## src/rtl/encoder_scheduler_pkg.sv

```systemverilog
// Shared constants and types for the encoder scheduler slice.
// Optional feature macro: ENC_SCHED_TIMEOUT_EN (RUN-state watchdog).
package encoder_scheduler_pkg;

    localparam int unsigned BYTE_ADDR_W     = 12;
    localparam int unsigned ENC_BYTE_ADDR_W = 10;
    localparam int unsigned ENC_POLY_ADDR_W = 9;
    localparam int unsigned BANK_W          = 2;
    localparam int unsigned POLY_ADDR_W     = BANK_W + ENC_POLY_ADDR_W;
    localparam int unsigned BYTE_DATA_W     = 8;
    localparam int unsigned TIMEOUT_W       = 12;
    localparam int unsigned TIMEOUT_LIMIT   = 4095;

    typedef enum logic [1:0] {
        ST_IDLE  = 2'd0,
        ST_START = 2'd1,
        ST_RUN   = 2'd2,
        ST_ACK   = 2'd3
    } sched_state_t;

    // Byte RAM address: base plus zero-extended encoder offset, wrapping at 4096.
    function automatic logic [BYTE_ADDR_W-1:0] wrap_addr(
        input logic [BYTE_ADDR_W-1:0]     base,
        input logic [ENC_BYTE_ADDR_W-1:0] offset
    );
        return base + BYTE_ADDR_W'(offset);
    endfunction

endpackage

```

## src/rtl/encoder_scheduler_if.sv

```systemverilog
// Encoder-side and memory-side bus of the encoder scheduler.
// master: the scheduler; slave: the encoder core plus RAM side.
interface encoder_scheduler_if;
    import encoder_scheduler_pkg::*;

    logic                       enc_start;
    logic                       enc_done;
    logic                       enc_byte_we;
    logic [ENC_BYTE_ADDR_W-1:0] enc_byte_addr;
    logic [BYTE_DATA_W-1:0]     enc_byte_di;
    logic [ENC_POLY_ADDR_W-1:0] enc_poly_addra;
    logic                       byte_we;
    logic [BYTE_ADDR_W-1:0]     byte_addr;
    logic [BYTE_DATA_W-1:0]     byte_di;
    logic [POLY_ADDR_W-1:0]     poly_addra;

    modport master (
        output enc_start, byte_we, byte_addr, byte_di, poly_addra,
        input  enc_done, enc_byte_we, enc_byte_addr, enc_byte_di, enc_poly_addra
    );

    modport slave (
        input  enc_start, byte_we, byte_addr, byte_di, poly_addra,
        output enc_done, enc_byte_we, enc_byte_addr, enc_byte_di, enc_poly_addra
    );

endinterface

```

## src/rtl/encoder_scheduler_rr_arbiter2.sv

```systemverilog
// Two-way round-robin arbiter with a registered priority pointer.
// ptr == 0 favours req[0]; after a grant the pointer favours the other side.
module rr_arbiter2 (
    input  logic       clk,
    input  logic       rst,
    input  logic [1:0] req,
    input  logic       accept,
    output logic       gnt_valid,
    output logic       gnt_idx
);

    logic ptr;

    // Pick a winner: pointer decides only when both sides request.
    always_comb begin
        gnt_valid = |req;
        if (req[0] && req[1]) gnt_idx = ptr;
        else                  gnt_idx = req[1];
    end

    // Move priority away from whoever was just granted.
    always_ff @(posedge clk or negedge rst) begin
        if (!rst)                       ptr <= 1'b0;
        else if (accept && gnt_valid)   ptr <= ~gnt_idx;
    end

endmodule

```

## src/rtl/encoder_scheduler.sv

```systemverilog
// Encoder scheduler: arbitrates two encode requesters onto one encoder core,
// relocates its poly/byte RAM accesses and returns a one-cycle ack.
// Optional feature macro: ENC_SCHED_TIMEOUT_EN adds a RUN watchdog and timeout port.
module encoder_scheduler
    import encoder_scheduler_pkg::*;
(
    input  logic                   clk,
    input  logic                   rst,
    input  logic                   req0,
    input  logic                   req1,
    input  logic [BANK_W-1:0]      req0_bank,
    input  logic [BANK_W-1:0]      req1_bank,
    input  logic [BYTE_ADDR_W-1:0] req0_base,
    input  logic [BYTE_ADDR_W-1:0] req1_base,
    output logic                   ack0,
    output logic                   ack1,
    output logic                   busy,
`ifdef ENC_SCHED_TIMEOUT_EN
    output logic                   timeout,
`endif
    encoder_scheduler_if.master    bus
);

    sched_state_t           state, state_nxt;
    logic                   gnt_valid, gnt_idx, grant;
    logic                   owner_q;
    logic [BANK_W-1:0]      bank_q;
    logic [BYTE_ADDR_W-1:0] base_q;

    rr_arbiter2 u_arb (
        .clk       (clk),
        .rst       (rst),
        .req       ({req1, req0}),
        .accept    (state == ST_IDLE),
        .gnt_valid (gnt_valid),
        .gnt_idx   (gnt_idx)
    );

    assign grant = (state == ST_IDLE) && gnt_valid;

`ifdef ENC_SCHED_TIMEOUT_EN
    logic [TIMEOUT_W-1:0] wd_cnt;
    logic                 to_q;
    logic                 wd_expired;

    assign wd_expired = (wd_cnt == TIMEOUT_W'(TIMEOUT_LIMIT));

    // Watchdog: wd_cnt holds the index (from 1) of the current RUN cycle.
    always_ff @(posedge clk or negedge rst) begin
        if (!rst) begin
            wd_cnt <= '0;
            to_q   <= 1'b0;
        end else begin
            if (state == ST_START)
                wd_cnt <= TIMEOUT_W'(1);
            else if (state == ST_RUN && !wd_expired)
                wd_cnt <= wd_cnt + 1'b1;
            if (state == ST_RUN)
                to_q <= wd_expired && !bus.enc_done;
        end
    end

    assign timeout = (state == ST_ACK) && to_q;
`endif

    // State register.
    always_ff @(posedge clk or negedge rst) begin
        if (!rst) state <= ST_IDLE;
        else      state <= state_nxt;
    end

    // Next-state logic; requests only matter in IDLE, done only in RUN.
    always_comb begin
        state_nxt = state;
        unique case (state)
            ST_IDLE:  if (gnt_valid) state_nxt = ST_START;
            ST_START: state_nxt = ST_RUN;
            ST_RUN: begin
                if (bus.enc_done) state_nxt = ST_ACK;
`ifdef ENC_SCHED_TIMEOUT_EN
                else if (wd_expired) state_nxt = ST_ACK;
`endif
            end
            ST_ACK:   state_nxt = ST_IDLE;
            default:  state_nxt = ST_IDLE;
        endcase
    end

    // Moore outputs plus RUN-gated byte write enable.
    always_comb begin
        bus.enc_start = (state == ST_START);
        busy          = (state != ST_IDLE);
        ack0          = (state == ST_ACK) && !owner_q;
        ack1          = (state == ST_ACK) &&  owner_q;
        bus.byte_we   = bus.enc_byte_we && (state == ST_RUN);
    end

    // Capture owner, bank and base of the granted requester.
    always_ff @(posedge clk or negedge rst) begin
        if (!rst) begin
            owner_q <= 1'b0;
            bank_q  <= '0;
            base_q  <= '0;
        end else if (grant) begin
            owner_q <= gnt_idx;
            bank_q  <= gnt_idx ? req1_bank : req0_bank;
            base_q  <= gnt_idx ? req1_base : req0_base;
        end
    end

    // Address relocation toward the shared RAMs.
    always_comb begin
        bus.poly_addra = {bank_q, bus.enc_poly_addra};
        bus.byte_addr  = wrap_addr(base_q, bus.enc_byte_addr);
        bus.byte_di    = bus.enc_byte_di;
    end

endmodule

```

## src/flat_wrapper.sv

```systemverilog
// flat-port wrapper written by rule: the top's interface ports become plain ports
module encoder_scheduler_flat import encoder_scheduler_pkg::*;
  (clk, rst, req0, req1, req0_bank, req1_bank, req0_base, req1_base, ack0, ack1, busy, bus_enc_start, bus_byte_we, bus_byte_addr, bus_byte_di, bus_poly_addra, bus_enc_done, bus_enc_byte_we, bus_enc_byte_addr, bus_enc_byte_di, bus_enc_poly_addra);
  encoder_scheduler_if bus_i ();
  input  logic clk;
  input  logic rst;
  input  logic req0;
  input  logic req1;
  input  logic [BANK_W-1:0] req0_bank;
  input  logic [BANK_W-1:0] req1_bank;
  input  logic [BYTE_ADDR_W-1:0] req0_base;
  input  logic [BYTE_ADDR_W-1:0] req1_base;
  output logic ack0;
  output logic ack1;
  output logic busy;
  output wire logic [$bits(bus_i.enc_start)-1:0] bus_enc_start;
  output wire logic [$bits(bus_i.byte_we)-1:0] bus_byte_we;
  output wire logic [$bits(bus_i.byte_addr)-1:0] bus_byte_addr;
  output wire logic [$bits(bus_i.byte_di)-1:0] bus_byte_di;
  output wire logic [$bits(bus_i.poly_addra)-1:0] bus_poly_addra;
  input wire logic [$bits(bus_i.enc_done)-1:0] bus_enc_done;
  input wire logic [$bits(bus_i.enc_byte_we)-1:0] bus_enc_byte_we;
  input wire logic [$bits(bus_i.enc_byte_addr)-1:0] bus_enc_byte_addr;
  input wire logic [$bits(bus_i.enc_byte_di)-1:0] bus_enc_byte_di;
  input wire logic [$bits(bus_i.enc_poly_addra)-1:0] bus_enc_poly_addra;
  assign bus_enc_start = bus_i.enc_start;
  assign bus_byte_we = bus_i.byte_we;
  assign bus_byte_addr = bus_i.byte_addr;
  assign bus_byte_di = bus_i.byte_di;
  assign bus_poly_addra = bus_i.poly_addra;
  assign bus_i.enc_done = bus_enc_done;
  assign bus_i.enc_byte_we = bus_enc_byte_we;
  assign bus_i.enc_byte_addr = bus_enc_byte_addr;
  assign bus_i.enc_byte_di = bus_enc_byte_di;
  assign bus_i.enc_poly_addra = bus_enc_poly_addra;
  encoder_scheduler u_core (.clk(clk), .rst(rst), .req0(req0), .req1(req1), .req0_bank(req0_bank), .req1_bank(req1_bank), .req0_base(req0_base), .req1_base(req1_base), .ack0(ack0), .ack1(ack1), .busy(busy), .bus(bus_i));
endmodule
```

## config.mk

```make
export PLATFORM = sky130hd
export DESIGN_NAME = encoder_scheduler_flat
export DESIGN_NICKNAME = d
export VERILOG_FILES = /design/src/rtl/encoder_scheduler_pkg.sv /design/src/rtl/encoder_scheduler_if.sv /design/src/rtl/encoder_scheduler_rr_arbiter2.sv /design/src/rtl/encoder_scheduler.sv /design/src/flat_wrapper.sv
export SDC_FILE = /design/constraint.sdc
export NUM_CORES = 1
export LEC_CHECK = 0
export CAP_MARGIN = 10
export CORE_ASPECT_RATIO = 0.75
export CORE_MARGIN = 8
export CORE_UTILIZATION = 32
export DETAILED_ROUTE_END_ITERATION = 10
export GPL_ROUTABILITY_DRIVEN = 0
export PLACE_DENSITY = 0.76
export SLEW_MARGIN = 20
export SYNTH_ARGS = -nofsm -noshare
export SYNTH_HDL_FRONTEND = slang
export SYNTH_SLANG_ARGS = --single-unit
```

## constraint.sdc

```tcl
create_clock -name clk -period 4.4 [get_ports clk]
set_input_delay 1.32 -clock clk [delete_from_list [all_inputs] [get_ports clk]]
set_output_delay 1.32 -clock clk [all_outputs]
set_load 0.01 [all_outputs]
```

==> results.md <==
- Outcome: complete, but fails checks
- Failing checks: negative setup slack
- Grt total ovfl: 0
- Post-route cell area: 2310 µm²
- Gr usage total: 12.9%
- Clock Skew: 0.00387 ns
- Crit path cell chain: clkdlybuf4s50_1 > ha_1 > a21o_1 > a21oi_2 > nor2_1 > or4_4 > buf_6
- Num CTS Buffers: 3
- Worst-path clk slew: 0.07 ns
- F_max: 0.223 GHz
- CTS sink cnt: 18
- GRT met1 Usage: 15.0%
- FF-to-FF End: u_core.base_q[0]
- VDD IR max: 0.343 mV
- Wire per inst: 15.5 µm
- Cell family with most CP delay: buffers and inverters
- Via count: 1424
- Starting DRC count in detailed routing: 144
- Fin nets: 302
- Drt drc: 0
- Switch share: 40.5%
- CP max stage delay: 0.48 ns
- Met2 Usage GRT: 21.3%
- # diodes: 0
- Main flop type after synthesis: dfrtp_1
- Synth async-reset ratio: 100%
- Part of the Yosys area used for sequential elements: 31.4%
- Worst rel slew slack: 44.3%
- Root Driver: clkbuf_8
- Top post-synthesis cells by area: dfrtp_1, ha_1, a222oi_1, buf_4, inv_1
- H-tree Lvls: 1
- Yosys top cell area share: 31.4%
- Internal: 932 µW
- Tightest Pin Transition: 0.832 ns
- R2R Path Start: u_core.state[1]
- Hold WC Path Type: flop to flop
- Unrepaired setup endpoints after global routing: yes
- Die Height: 73.9 µm
- TritonCTS clock tree: built
- GRT busiest layer: met2
- Min-Delay Path Depth: 2
- Cts hold-fix bufs: 0
- Synthesized area: 1430 µm²
- Final period util: 102%
- Yosys reg bits: 18
- Met3 Use GR: 5.34%
- Number of global-route vias before repair: 1506
- Starting density of the core: 32.6%
- Clock Latency Late Sink: 0.26 ns
- Netlist cell types: 35
- Critical-path top delay cell: or4_4
- Crit path launch type: input port
- HPWL Detailed: 3530 µm
- ANT nets after route: 0
- Via density: 5.05
- Row count: 21
- Global-route wire length before repair: 7080 µm
- Synth Net Count: 230
- Sequential power share: 20.7%
- Comb power frac: 70.4%
- Hold Fails Final Rpt: 0
- Area leader, netlist: dfrtp_1
- Final critical-path required period: 4.49 ns
- Avg Cell Area, Syn: 9.30 µm²
- CP required: 3.08 ns
- Share of layout cells above drive strength 1: 21.8%
- EDFF count, synth: 0
- Initial antenna violation count: 0
- Clock power frac: 8.9%
- CP Data Arrival Time: 3.17 ns
- LEAKAGE: 0.00112 µW
- Setup Viol. Count Final: 1
- Hold worst-path end: u_core.bank_q[1]
- DR pass1 iterations: 5
- Pwr Density: 678 nW/µm²
- IO buf count: 62
- Placeable Area: 4390 µm²
- Area Growth Syn to Fin: 61.0%
- WP buf/inv: 2
- Synth warn: 0
- Reg2reg path depth: 7
- Flop-to-flop setup slack: 2.64 ns
- Die Footprint: 6900 µm²
- Cells after Synth: 154
- Hold slack: 0.491 ns
- Die width: 93.3 µm
- Kind of critical path: input port to primary output
- CTS Buffer Depth: 2
- Final Routed Wirelength: 4380 µm
- Final worst setup slack: -0.0888 ns
- Crit-path max FO: 4
- Hold_sp: u_core.bank_q[1]
- Max-slew violation count: 0
- Largest net degree at the start of global routing: 19
- Post-DP Area: 2170 µm²
- Max Cap Violations: 0
- Worst Setup End Kind: primary output
- Top Ports: 97
- Psw: 633 µW
## synthesized netlist by cell type (2+ instances only)
| cell type | n |
|---|---|
| buf_4 | 17 |
| and2_1 | 2 |
| xnor2_1 | 5 |
| clkbuf_1 | 3 |
| o21ai_0 | 3 |
| a21oi_1 | 13 |
| o211ai_1 | 2 |
| a21o_1 | 7 |
| a222oi_1 | 14 |
| xor2_1 | 3 |
| dfrtp_1 | 18 |
| nand2_1 | 5 |
| nor3_1 | 2 |
| ha_1 | 14 |
| nor2b_1 | 2 |
| nor2_1 | 2 |
| inv_1 | 22 |
| nand3b_1 | 2 |
| nand3_1 | 2 |
## registers in the layout, summed over array words and instances (netlist names)
register	flops
u_core.state	2
u_core.u_arb.ptr	1
u_core.owner_q	1
u_core.bank_q	2
u_core.base_q	12
## through the flow
| stage | cells | setup TNS, ns | total power (µW) | util, % | setup slack [ns] |
|---|---|---|---|---|---|
| 5_1_grt | 282 | -0.186 | 1710 | 52.6 | -0.159 |
| 3_5_place_dp | 277 | -4.96 | 1420 | 49.4 | -0.935 |
| 3_3_place_gp | 277 | -4.59 | 1390 | 49.4 | -0.892 |
| 4_1_cts | 282 | -0.0762 | 1570 | 52.2 | -0.0762 |
| 2_1_floorplan | 154 | 0 | 881 | - | 0.00922 |
| 6_report | 282 | -0.0888 | 1570 | 52.6 | -0.0888 |
## placed cells by master (no fill, tap or decap), types with 2 or more instances in the layout
master	count
clkdlybuf4s50_1	47
buf_4	25
inv_1	22
dfrtp_1	18
a222oi_1	14
a21oi_1	9
ha_1	9
dlygate4sd2_1	8
a21o_1	7
nand2_1	5
xnor2_1	5
ha_4	5
clkbuf_8	4
a21oi_2	3
xor2_1	3
buf_2	3
o211ai_1	2
nor2b_1	2
nand3_1	2
nand3b_1	2
nor3_1	2
nor2_1	2
o21ai_0	2
o21ai_1	2
and2_1	2
buf_6	2
## worst max path at each step
stage,from,to,slack (ns),cells after the start
finish,bus_enc_byte_addr[7],bus_byte_addr[10],-0.09,7
global route,bus_enc_byte_addr[0],bus_byte_addr[10],-0.16,8
CTS,bus_enc_byte_addr[0],bus_byte_addr[10],-0.08,8
detailed placement,bus_enc_byte_addr[0],bus_byte_addr[10],-0.94,8
global placement,bus_enc_byte_addr[0],bus_byte_addr[10],-0.89,8
floorplan,bus_enc_byte_addr[0],bus_byte_addr[10],0.009,6
## what timing repair did
item | 4_1_cts | 5_1_grt
pin swaps | 14 | 5
buffers inserted | 1 | 0
gates resized for setup | 40 | 8
endpoints found under the setup margin | 11 | 5
## layer usage
metal / vias up / wire length, µm / part of all wire (%)
li1: 696 / - / -
met1: 664 / 1960 / 45
met2: 56 / 1990 / 45
met3: 8 / 384 / 8.8
met4: 0 / 44 / 1.0
met5: - / 0 / 0
## power groups by stage
| stage | registers [µW] | logic (µW) | clock network, µW |
|---|---|---|---|
| 5_1_grt | 338 | 1220 | 150 |
| 3_5_place_dp | 315 | 1100 | 0 |
| 2_1_floorplan | 297 | 584 | 0 |
| 6_report | 324 | 1100 | 139 |
| 3_3_place_gp | 314 | 1080 | 0 |
| 4_1_cts | 322 | 1100 | 144 |
## worst register-to-register path, stage by stage (launching register included)
cell	delay, ns
dfrtp_1	0.41
inv_1	0.11
ha_1	0.20
nand2_1	0.06
a21oi_1	0.47
buf_4	0.27
a222oi_1	0.10
inv_1	0.08
## cell families after synthesis
group	after synthesis	share of synthesized area, %
xor+xnor	8	4.89
buf+inv	42	15.5
fa+ha+maj	15	13.6
compound gates	48	25.8
simple gates	23	8.82
flops	18	31.4
## area by class of cell
cell class,count,area (µm²)
multi-input cells,94,858
inverters,22,82.6
flip-flops and latches,18,450
fillers,401,2080
well taps,57,71.3
repair buffers,87,790
clock buffers,4,55.1
Note: power is estimated with default switching activity, not from simulation.
